`src/rtl/disp_scan_ctrl.sv`:
```
// disp_scan_ctrl
//   Scan sequencer and register front-end for an 8-digit seven-segment
//   display mux. A programmable divider steps the digit select, and CPU
//   writes go into shadow registers. The shadows are committed only at a
//   frame boundary (digit 7 -> 0), or on the next cycle while scanning is
//   frozen.
//
//   Optional feature macro: DISP_BLINK_EN
//     defined   - frame-based blink counter; the blank mask is gated by the
//                 blink phase.
//     undefined - no blink logic; LES follows the committed blank mask, and
//                 control bit1 is stored but has no effect.
//
// Parameters
//   SCAN_DIV      clock cycles per digit slot (>= 2)
//   BLINK_FRAMES  frames per blink half-period (>= 1)
//
// Ports
//   clk         system clock
//   rst         synchronous active-high reset
//   we          single-cycle write strobe
//   addr        0 hex word, 1 point mask, 2 blank mask, 3 control
//   wdata       write data (addr1/2: [7:0], addr3: [1:0])
//   Scan        digit select to the display mux
//   Hexs        committed hex word
//   point       committed decimal-point mask
//   LES         blank mask after blink gating
//   pending     the shadows hold data that has not been committed
//   frame_done  one-cycle pulse after each commit or frame wrap
module disp_scan_ctrl #(
  parameter int SCAN_DIV     = 100000,
  parameter int BLINK_FRAMES = 32
) (
  input  logic        clk,
  input  logic        rst,
  input  logic        we,
  input  logic [1:0]  addr,
  input  logic [31:0] wdata,
  output logic [2:0]  Scan,
  output logic [31:0] Hexs,
  output logic [7:0]  point,
  output logic [7:0]  LES,
  output logic        pending,
  output logic        frame_done
);

  localparam int DIV_W = (SCAN_DIV > 1) ? $clog2(SCAN_DIV) : 1;
  localparam logic [DIV_W-1:0] DIV_MAX = DIV_W'(SCAN_DIV - 1);

  logic [DIV_W-1:0] div;
  logic [31:0]      sh_hex;
  logic [7:0]       sh_pt;
  logic [7:0]       sh_les;
  logic [1:0]       sh_ctrl;
  logic [7:0]       les_reg;
  logic             scan_en;
  logic             tick;
  logic             frame_end;
  logic             commit;
  logic             unused_bits;

  assign tick      = scan_en && (div == DIV_MAX);
  assign frame_end = tick && (Scan == 3'd7);
  // While frozen, any pending write is committed on the following edge.
  assign commit    = frame_end || (!scan_en && pending);

  always_ff @(posedge clk) begin
    if (rst) begin
      div        <= '0;
      Scan       <= 3'd0;
      Hexs       <= 32'd0;
      point      <= 8'd0;
      les_reg    <= 8'd0;
      scan_en    <= 1'b1;
      sh_hex     <= 32'd0;
      sh_pt      <= 8'd0;
      sh_les     <= 8'd0;
      sh_ctrl    <= 2'b01;
      pending    <= 1'b0;
      frame_done <= 1'b0;
    end else begin
      if (we) begin
        case (addr)
          2'd0: sh_hex  <= wdata;
          2'd1: sh_pt   <= wdata[7:0];
          2'd2: sh_les  <= wdata[7:0];
          2'd3: sh_ctrl <= wdata[1:0];
          default: ;
        endcase
      end

      // A write in the commit cycle stays pending for the next frame.
      if (we)
        pending <= 1'b1;
      else if (commit)
        pending <= 1'b0;

      frame_done <= commit;

      // The shadows are read before this cycle's write lands.
      if (commit) begin
        Hexs    <= sh_hex;
        point   <= sh_pt;
        les_reg <= sh_les;
        scan_en <= sh_ctrl[0];
      end

      // With scan_en low, div and Scan hold their values. Scanning resumes from them.
      if (scan_en) begin
        if (div == DIV_MAX) begin
          div  <= '0;
          Scan <= Scan + 3'd1;
        end else begin
          div <= div + 1'b1;
        end
      end
    end
  end

`ifdef DISP_BLINK_EN
  localparam int BF_W = $clog2(BLINK_FRAMES + 1);
  localparam logic [BF_W-1:0] BF_MAX = BF_W'(BLINK_FRAMES - 1);

  logic [BF_W-1:0] bf;
  logic            blink_ph;
  logic            blink_en;

  // The blink counter runs from reset even while blink_en is low. Enabling blink therefore picks up the phase already in progress.
  always_ff @(posedge clk) begin
    if (rst) begin
      bf       <= '0;
      blink_ph <= 1'b0;
      blink_en <= 1'b0;
    end else begin
      if (commit)
        blink_en <= sh_ctrl[1];
      if (frame_end) begin
        if (bf == BF_MAX) begin
          bf       <= '0;
          blink_ph <= ~blink_ph;
        end else begin
          bf <= bf + 1'b1;
        end
      end
    end
  end

  assign LES         = les_reg | ({8{blink_en & blink_ph}} & ~les_reg);
  assign unused_bits = ^wdata[31:8];
`else
  assign LES         = les_reg;
  assign unused_bits = ^{wdata[31:8], sh_ctrl[1]};
`endif

endmodule
```
`config.mk`:
```
export PLATFORM = sky130hd
export DESIGN_NAME = disp_scan_ctrl
export DESIGN_NICKNAME = d
export VERILOG_FILES = /design/src/rtl/disp_scan_ctrl.sv
export SDC_FILE = /design/constraint.sdc
export NUM_CORES = 1
export LEC_CHECK = 0
export CAP_MARGIN = 25
export CORE_MARGIN = 1.5
export CORE_UTILIZATION = 52
export CTS_BUF_LIST = sky130_fd_sc_hd__clkbuf_8
export DETAILED_ROUTE_END_ITERATION = 8
export PLACE_DENSITY = 0.79
export SETUP_SLACK_MARGIN = 0.2
export SLEW_MARGIN = 20
export SYNTH_ARGS = -nofsm -noshare
export SYNTH_HDL_FRONTEND = slang
export SYNTH_SLANG_ARGS = --single-unit
```
`constraint.sdc`:
```
create_clock -name clk -period 4.9 [get_ports clk]
set_input_delay 1.225 -clock clk [delete_from_list [all_inputs] [get_ports clk]]
set_output_delay 1.225 -clock clk [all_outputs]
set_load 0.1 [all_outputs]
```
==> results.json <==
{
  "muxShareOfSynthArea": 0.134,
  "ff2ff_setup_slack_ns": 2.44,
  "drc_errors": 0,
  "synth-async-reset-ratio": 0,
  "ant_nets": 0,
  "slew_headroom": 0.311,
  "htree_levels": 4,
  "layout-drive-gt1-share": 0.0630,
  "synth_top_family_by_area": "simple AND/OR/NAND/NOR gates",
  "synth_fa_ha_area_frac": 0.00762,
  "num_vias": 3787,
  "io_buffers": 89,
  "ys_seq_area_frac": 0.488,
  "avgSynthCellArea_um2": 9.30,
  "antenna_found_initial": 0,
  "rsz0062_at_grt": "no",
  "hp-class": "reg -> reg",
  "holdPathStages": 2,
  "worst_path_max_delay_cell": "clkdlybuf4s50_1",
  "powerDensity_nw_per_um2": 326,
  "clock_skew_ns": 0.00800,
  "synth.distinct_cells": 34,
  "hold_start": "sh_hex[15]",
  "yosys_warnings": 0,
  "num-nets-final": 647,
  "synth_edf_count": 0,
  "reg2reg_from": "div[0]",
  "drt_iter0_drc": 124,
  "crit_type": "reg -> out",
  "fp.dieH_um": 100,
  "ctsResizeCount": 0,
  "seq_area_um2": 2400,
  "diodes": 0,
  "ioPinCount": 90,
  "clkTransAtPathRegs_ns": 0.07,
  "r2r_cells": 6,
  "finish.instance_area_um2": 6280,
  "cp.arrival_ns": 2.06,
  "fmax_mhz": 304,
  "syn_area_um2": 4930,
  "outcome": "finished clean",
  "grt_usage": 0.218,
  "holdPathEnd": "sh_hex[15]",
  "synth_top_area_frac": 0.488,
  "cp.buffers_inverters": 1,
  "cp_cell_sequence": "clkdlybuf4s50_1",
  "overflow": 0,
  "synth-main-ff-cell": "dfxtp_1",
  "cts_root_buffer": "clkbuf_8",
  "post-synth-top-area-cell": "dfxtp_1",
  "synth-seq-cells": 120,
  "synthTopCellsByArea": "dfxtp_1, mux2i_1, nand2b_1",
  "row_count": 35,
  "cts_made_buffers": 17,
  "tns_ns": 0,
  "vias_per_cell": 5.19,
  "detail_route.first_pass.iterations": 4,
  "cap_violations": 0,
  "finish.utilization": 0.683,
  "die_area_um2": 10100,
  "maxSlewViolCount": 0,
  "synth_xor_area_frac": 0.0213,
  "syn_to_final_growth_pct": 27.5,
  "final.fill_count": 741,
  "worst_pin_slew_ns": 1.03,
  "cts_setup_buffers": 0,
  "postSynthCellCount": 530,
  "final.min_clock_period_ns": 3.29,
  "grt_max_degree": 116,
  "endpoint_kind": "primary output",
  "place_area_um2": 5860,
  "clock_latency_ns": 0.42,
  "ir_drop_mv": 0.309,
  "postCtsHoldBufs": 0,
  "cts_sinks": 120,
  "yosys.area_share.simple": 0.254,
  "grt_pass1_vias": 3731,
  "cts_tree": "done",
  "multi_input_comb_area_um2": 2360,
  "post_drt_wl_per_cell_um": 14.0,
  "synth_compound_area_frac": 0.0592,
  "grt_pass1_wl_um": 16900,
  "core-area_um2": 9200,
  "critPathMaxStageDelay_ns": 1.18,
  "hpwl_um": 6830,
  "leakage_nw": 2.57,
  "setup_viol": 0,
  "cts.path.max_buffers": 2,
  "crit_required_ns": 3.67,
  "start_kind": "register",
  "routed_wirelength_um": 10200,
  "critical_path_peak_fanout": 4,
  "critPathTopFamily": "buffers and inverters",
  "timing.rr.end": "Hexs[24]",
  "hold_viol": 0,
  "dieWidth_um": 100,
  "path_depth": 1,
  "syn_nets": 570,
  "timing.final.crit_share": 0.671,
  "initial_core_util": 0.536,
  "gp_congestion": 0.811
}
## cell usage in the layout (no fill, tap or decap), drive strengths merged, types with 3 or more instances in the layout
cell type      instances
nand4                  4
clkbuf                19
xor2                   5
mux2i                 66
xnor2                  7
inv                    8
dfxtp                120
clkdlybuf4s50         88
bufinv                 4
nand3                  8
or4                    3
nand2                 73
buf                    5
a21oi                 40
or3                    4
nand2b                98
nor2                  30
o21ai                  5
and4                   3
ha                     3
nor4                   5
## power breakdown
part	leakage [nW]	total, W	internal [W]	switching [W]
registers	0.971	0.00100	0.000992	0.00000968
logic	1.38	0.000109	0.0000566	0.0000527
clock network	0.223	0.000937	0.000569	0.000368
total	2.57	0.00205	0.00162	0.000431
## cell type report
class | instances | share of cell area
clock buffer | 19 | 0.0416
clock inverter | 12 | 0.0255
inverter | 4 | 0.00239
multi-input combinational | 371 | 0.376
sequential | 120 | 0.382
tap | 111 | 0.0221
timing repair buffer | 93 | 0.149
## registers in the layout, indices dropped and copies added, names as in the netlist
name        cells
sh_ctrl         1
sh_hex         32
sh_pt           8
pending         1
point           8
Hexs           32
frame_done      1
div            17
LES             8
Scan            3
sh_les          8
scan_en         1
## worst max-delay path by stage
stage                  from    endpoint  slack [ns]
finish              pending     pending        1.61
global route        pending     pending        1.55
CTS                 pending     pending        1.59
detailed placement       we  sh_hex[16]        1.71
global placement         we  sh_hex[14]        1.78
floorplan               rst  frame_done        2.49
## synthesized netlist by cell type (all sizes together) (3+ instances only)
master and count:
a21oi 40, and4 3, buf 9, clkbuf 26
dfxtp 120, ha 3, inv 4, mux2i 66
nand2 73, nand2b 98, nand3 8, nand4 4
nor2 30, nor4 5, o21ai 5, or3 4
or4 3, xnor2 7, xor2 5
## stage by stage
step / setup slack [ns] / std cells / hold WS [ns] / power [W]
floorplan: 2.49 / 530 / 0.437 / 0.00109
finish: 1.61 / 730 / 0.455 / 0.00205
CTS: 1.59 / 730 / 0.458 / 0.00207
detailed placement: 1.71 / 699 / 0.449 / 0.00113
global placement: 1.78 / 698 / 0.442 / 0.00113
global route: 1.55 / 730 / 0.479 / 0.00213
## metal layers
layer  vias to the layer above  GRT usage  share of wire  wire [µm]
li1                       1916          -              -          -
met1                      1788      0.255           0.44       4540
met2                        68      0.366           0.49       5050
met3                        15     0.0780          0.046        473
met4                         0     0.0834          0.016        162
met5                         -          0              0          0
## cell families after synthesis
family | Yosys count
AND/OR/NAND/NOR | 238
flip-flops | 120
multiplexers | 66
AO/OA/AOI/OAI | 52
buffers and inverters | 39
XOR/XNOR | 12
adder cells (fa/ha/maj) | 3
Note: power is estimated with default switching activity, not from simulation.
==> edit 1 (same flow settings) <==
Build with the macro `DISP_BLINK_EN` defined.
--- a/src/rtl/disp_scan_ctrl.sv
+++ b/src/rtl/disp_scan_ctrl.sv
@@ -27,6 +27,8 @@
 //   LES         blank mask after blink gating
 //   pending     the shadows hold data that has not been committed
 //   frame_done  one-cycle pulse after each commit or frame wrap
+`define DISP_BLINK_EN
+
 module disp_scan_ctrl #(
   parameter int SCAN_DIV     = 100000,
   parameter int BLINK_FRAMES = 32
Formal check against the unedited RTL: same outputs for any inputs over 10 cycles, from zero or initial values and one cycle with rst high; that may be too few to reach the edited logic, so the function may still have changed.
==> edit 1 against the unedited design <==
  * Die area increased by 24%
  * Routed wire length increased by 51%
  * Area after synthesis increased by 25%
  * Sequential cell count increased by 9
  * Synthesized cell count increased by 36%
  * Cell area increased by 19%
  * Cell count increased by 26%
  * Worst setup slack got worse by 0.31 ns
  * Fmax decreased by 8.5%
  * Sequential share of layout area decreased by 3.7 points
  * Critical path type unchanged
  * Critical endpoint is now LES[7]
Power is not compared: it rests on default switching activity, and its combinational part moved more than twofold at a synthesized area within 25%.
==> edit 1: results (changes against the unedited design) <==
metric,value,unit,change
synth_cell_types,43,,+26%
top_regs,"Hexs x32, sh_hex x32, div x17",,
drtIter0Drc,490,,+300%
min_path_type,flip-flop to flip-flop,,
grt_pass1_vias,5404,,+45%
post_drt_wl_per_cell,16.8,um,+20%
worstPathArrival,2.37,ns,+0.31 ns
crit_path_start,blink_ph,,
reg2reg_to,Hexs[9],,
async_flop_share,0,%,unchanged
fin_skew,0.0119,ns,+0.00391 ns
numCtsBuffers,17,,unchanged
cts_resized,0,,unchanged
synth_area_leaders,"dfxtp_1 42%, nand2_1 11%, a32oi_1 7.0%, o311ai_1 6.1%, nor3b_1 6.1%",,
cp_max_fo,8,,+4
cts_setup_buffers,0,,unchanged
cts.clk_slew.worst_paths,0.07,ns,about the same
peakVddDrop,0.151,mV,
drive_gt1_share,8.48,%,+2.2 points
max_slew_margin,31.1,%,+0.048 points
cp-endpoint,LES[7],,
synthesis.nets,760,,+33%
nFillCells,911,,+23%
synthFlopType,dfxtp_1,,
ys_seq_area_share,42.0,%,-6.7 points
insertion_delay,0.43,ns,
synth_warnings,0,,unchanged
h-tree-depth,4,,unchanged
synth_common_cells,"182 x nand2_1, 129 x dfxtp_1, 51 x clkbuf_1, 50 x nor3b_1, 49 x a32oi_1",,
place.gp.congestion,0.815,,+0.44%
track_usage,24.9,%,+3.1 points
grt_pass1_wl,25.7,mm,+52%
diodes,0,,unchanged
rrSetupSlack,2.33,ns,-0.11 ns
root_buffer,clkbuf_8,,
worst_r2r_path_depth,4,,-2
rr_startpoint,scan_en,,
p_leak,2.51,nW,
first_pass_iters,5,,+1
nets,806,,+25%
dp_hpwl,9.71,mm,+42%
grt_max_degree,100,,-14%
via_count,5664,,+50%
status,finished clean,,
[edit 1: changes by cell type after synthesis, moves of 7 or more]
cell / before / now
buf_2: 4 / 12
a32oi_1: 0 / 49
nor2_1: 30 / 37
nor3b_1: 0 / 50
mux2i_1: 66 / 27
dfxtp_1: 120 / 129
nand2_1: 73 / 182
o311ai_1: 0 / 43
clkbuf_1: 26 / 51
nand2b_1: 98 / 8
[edit 1: cell type report]
class	count	share of cell area (%)
multi-input combinational	515	43.7
tap	143	2.39
timing repair buffer	98	13.0
clock buffer	20	3.68
clock inverter	12	2.51
sequential	129	34.5
inverter	4	0.217
[edit 1: worst min path at each step]
| stage | start | to | slack (ns) | depth (start not counted) |
|---|---|---|---|---|
| detailed placement | sh_hex[13] | sh_hex[13] | 0.46 | 2 |
| floorplan | bf[5] | bf[5] | 0.44 | 2 |
| finish | bf[5] | bf[5] | 0.47 | 2 |
| global placement | sh_hex[10] | sh_hex[10] | 0.46 | 2 |
| CTS | sh_hex[13] | sh_hex[13] | 0.47 | 2 |
| global route | sh_hex[19] | sh_hex[19] | 0.48 | 2 |
[edit 1: cells by family (layout without fill, tap and decap cells)]
group | Yosys count | in the layout | synth area share, %
AOI/OAI and AO/OA | 141 | 141 | 18.7
muxes | 28 | 28 | 4.58
buffers and inverters | 75 | 134 | 5.07
DFF | 129 | 129 | 42.0
and+or+nand+nor | 328 | 328 | 26.7
adders and majority gates | 4 | 4 | 0.815
xor gates and xnor gates | 14 | 14 | 2.00
[edit 1: metrics by stage]
stage | instance area [um^2] | worst slack (ns) | total power, mW | utilization, % | instances
after floorplan | 6140 | 2.46 | 1.35 | - | 719
after global placement | 7010 | 1.72 | 1.44 | 61.1 | 888
after detailed placement | 7010 | 1.62 | 1.45 | 61.1 | 888
after CTS | 7470 | 1.28 | 2.49 | 65.1 | 920
after global routing | 7480 | 1.21 | 2.56 | 65.2 | 921
final | 7480 | 1.31 | 2.48 | 65.2 | 921
[edit 1: worst max-delay path: stages, from the launching register on]
cell	delay [ns]
dfxtp_1	0.36
nand2_1	0.23
nand2b_1	0.20
clkdlybuf4s50_1	1.15
[edit 1: layer usage]
metal | part of all wire, % | wire length [um] | GRT usage [%] | vias to the layer above
met5 | 0 | 0 | 0 | -
met2 | 50 | 7760 | 42.1 | 170
li1 | - | - | - | 2715
met4 | 2.6 | 400 | 10.5 | 0
met1 | 43 | 6580 | 31.0 | 2751
met3 | 4.8 | 737 | 5.23 | 28
[edit 1: report_power, final]
part / switching [mW] / internal (mW) / total, mW
Sequential: 0.0262 / 1.08 / 1.11
Clock: 0.413 / 0.641 / 1.05
Combinational: 0.218 / 0.0973 / 0.315
==> edit 2 (same flow settings) <==
Made on the original files. Add an input register stage for `we` and `addr`, without a reset; this delays them by one clock. The other inputs are not delayed to match. Comments in the files are not updated.
--- a/src/rtl/disp_scan_ctrl.sv
+++ b/src/rtl/disp_scan_ctrl.sv
@@ -47,6 +47,14 @@
   localparam int DIV_W = (SCAN_DIV > 1) ? $clog2(SCAN_DIV) : 1;
   localparam logic [DIV_W-1:0] DIV_MAX = DIV_W'(SCAN_DIV - 1);
 
+  logic we_q;
+  logic [1:0] addr_q;
+
+  always_ff @(posedge clk) begin
+    we_q   <= we;
+    addr_q <= addr;
+  end
+
   logic [DIV_W-1:0] div;
   logic [31:0]      sh_hex;
   logic [7:0]       sh_pt;
@@ -79,8 +87,8 @@
       pending    <= 1'b0;
       frame_done <= 1'b0;
     end else begin
-      if (we) begin
-        case (addr)
+      if (we_q) begin
+        case (addr_q)
           2'd0: sh_hex  <= wdata;
           2'd1: sh_pt   <= wdata[7:0];
           2'd2: sh_les  <= wdata[7:0];
@@ -90,7 +98,7 @@
       end
 
       // A write in the commit cycle stays pending for the next frame.
-      if (we)
+      if (we_q)
         pending <= 1'b1;
       else if (commit)
         pending <= 1'b0;
Behaviour: not the same (a bounded check fails within 4 cycles, from zero or initial values and one cycle with rst high).
==> edit 2 against the unedited design <==
  * Worst setup slack gained 0.082 ns
  * Core utilization rose by 0.23 points
  * Critical path depth did not move
  * Sequential cell count rose by 3
  * Cell count up 3.2%
  * Count of clock-buffer cells in the layout decreased by 2
  * Power grew 2.5%
  * Area after synthesis grew 1.3%
  * Largest cell class unchanged
  * Cell area increased by 1.3%
  * Die area rose by 1.3%
  * Routed wire length increased by 1.8%
==> edit 2: results (changes against the unedited design) <==
metric,value,unit,change
setup_tns,0,ns,unchanged
synth_common_cells,"123 x dfxtp_1, 98 x nand2b_1, 73 x nand2_1, 66 x mux2i_1, 40 x a21oi_1",,
top_regs,"Hexs x32, sh_hex x32, div x17",,
cts_buffer_depth,2,,unchanged
min-delay-start,sh_hex[9],,
path_delay_family,buffers and inverters,,
rr_startpoint,div[0],,
synth_cell_types,35,,+2.9%
detailed_place.area,5930,um^2,+1.3%
numCtsBuffers,17,,unchanged
cts.clk_slew.worst_paths,0.07,ns,about the same
cp_max_fo,4,,unchanged
post_drt_wl_per_cell,13.8,um,-1.3%
diodes,0,,unchanged
async_flop_share,0,%,unchanged
reg2reg_to,Hexs[18],,
peakVddDrop,0.290,mV,-6.1%
slowest_stage,clkdlybuf4s50_1,,
drive_gt1_share,7.05,%,+0.75 points
grt_max_degree,68,,-41%
synthesis.nets,574,,+0.70%
h-tree-depth,4,,unchanged
p_leak,2.57,nW,about the same
root_buffer,clkbuf_8,,
antenna_found_initial,0,,unchanged
nFillCells,733,,-1.1%
fin_skew,0.0119,ns,+0.00395 ns
status,finished clean,,
worst_r2r_path_depth,6,,unchanged
synth_area_leaders,"dfxtp_1 49%, mux2i_1 13%, nand2b_1 12%, nand2_1 5.5%, a21oi_1 4.0%",,
place.gp.congestion,0.845,,+4.1%
ys_seq_area_share,49.3,%,+0.58 points
first_pass_iters,4,,unchanged
drtIter0Drc,77,,-38%
port-buffer-count,89,,unchanged
cpPeakStageDelay,1.16,ns,-0.02 ns
via_count,3801,,+0.37%
grt_pass1_wl,17.5,mm,+3.1%
synth_warnings,0,,unchanged
min_path_type,flip-flop to flip-flop,,
dp_hpwl,6.72,mm,-1.7%
cts_resized,0,,unchanged
rrSetupSlack,2.42,ns,-0.02 ns
cts_setup_buffers,0,,unchanged
track_usage,21.7,%,-0.13 points
insertion_delay,0.41,ns,
nets,652,,+0.77%
tightest_slew,1.00,ns,-0.0268 ns
holdPathEnd,sh_hex[9],,
hold_depth,2,,unchanged
drv_slew,0,,unchanged
-- edit 2: logic make-up (layout without fill, tap and decap cells) --
family                     after synthesis  count (layout)  synth area share (%)
AOI/OAI and AO/OA                       52              52                  5.94
xor gates and xnor gates                12              12                  2.11
adders and majority gates                3               3                 0.752
buffers and inverters                   40             130                  3.63
DFF                                    123             123                  49.3
muxes                                   66              66                  13.2
and+or+nand+nor                        238             238                  25.0
-- edit 2: report_power, final --
| part | leakage [nW] | total, mW | internal (mW) | switching [mW] |
|---|---|---|---|---|
| combinational | 1.37 | 0.109 | 0.0571 | 0.0516 |
| sequential | 0.996 | 1.03 | 1.02 | 0.0114 |
| clock | 0.208 | 0.962 | 0.555 | 0.407 |
| total | 2.57 | 2.10 | 1.63 | 0.470 |
-- edit 2: worst max path at each step --
| stage | startpoint | end |
|---|---|---|
| finish | pending | pending |
| global route | pending | pending |
| CTS | pending | pending |
| detailed placement | pending | pending |
| global placement | pending | pending |
| floorplan | rst | frame_done |
-- edit 2: final cells by class --
| class | count | area [um^2] | area share, % |
|---|---|---|---|
| flip-flops and latches | 123 | 2460 | 38.7 |
| multi-input cells | 371 | 2360 | 37.1 |
| repair buffers | 94 | 926 | 14.6 |
| clock buffers | 17 | 234 | 3.68 |
| clock inverters | 14 | 196 | 3.09 |
| well taps | 129 | 161 | 2.54 |
| inverters | 5 | 18.8 | 0.295 |
-- edit 2: per-layer routing --
metal / share of wire, % / track usage (%)
met2: 50 / 37.7
met3: 4.6 / 6.24
met1: 44 / 25.8
met4: 1.4 / 6.94
met5: 0 / 0
-- edit 2: stage by stage --
stage | hold slack, ns | cells | setup WS (ns)
global route | 0.470 | 753 | 1.63
global placement | 0.442 | 722 | 2.13
floorplan | 0.437 | 534 | 2.49
finish | 0.456 | 753 | 1.70
CTS | 0.456 | 753 | 1.68
detailed placement | 0.447 | 722 | 2.12
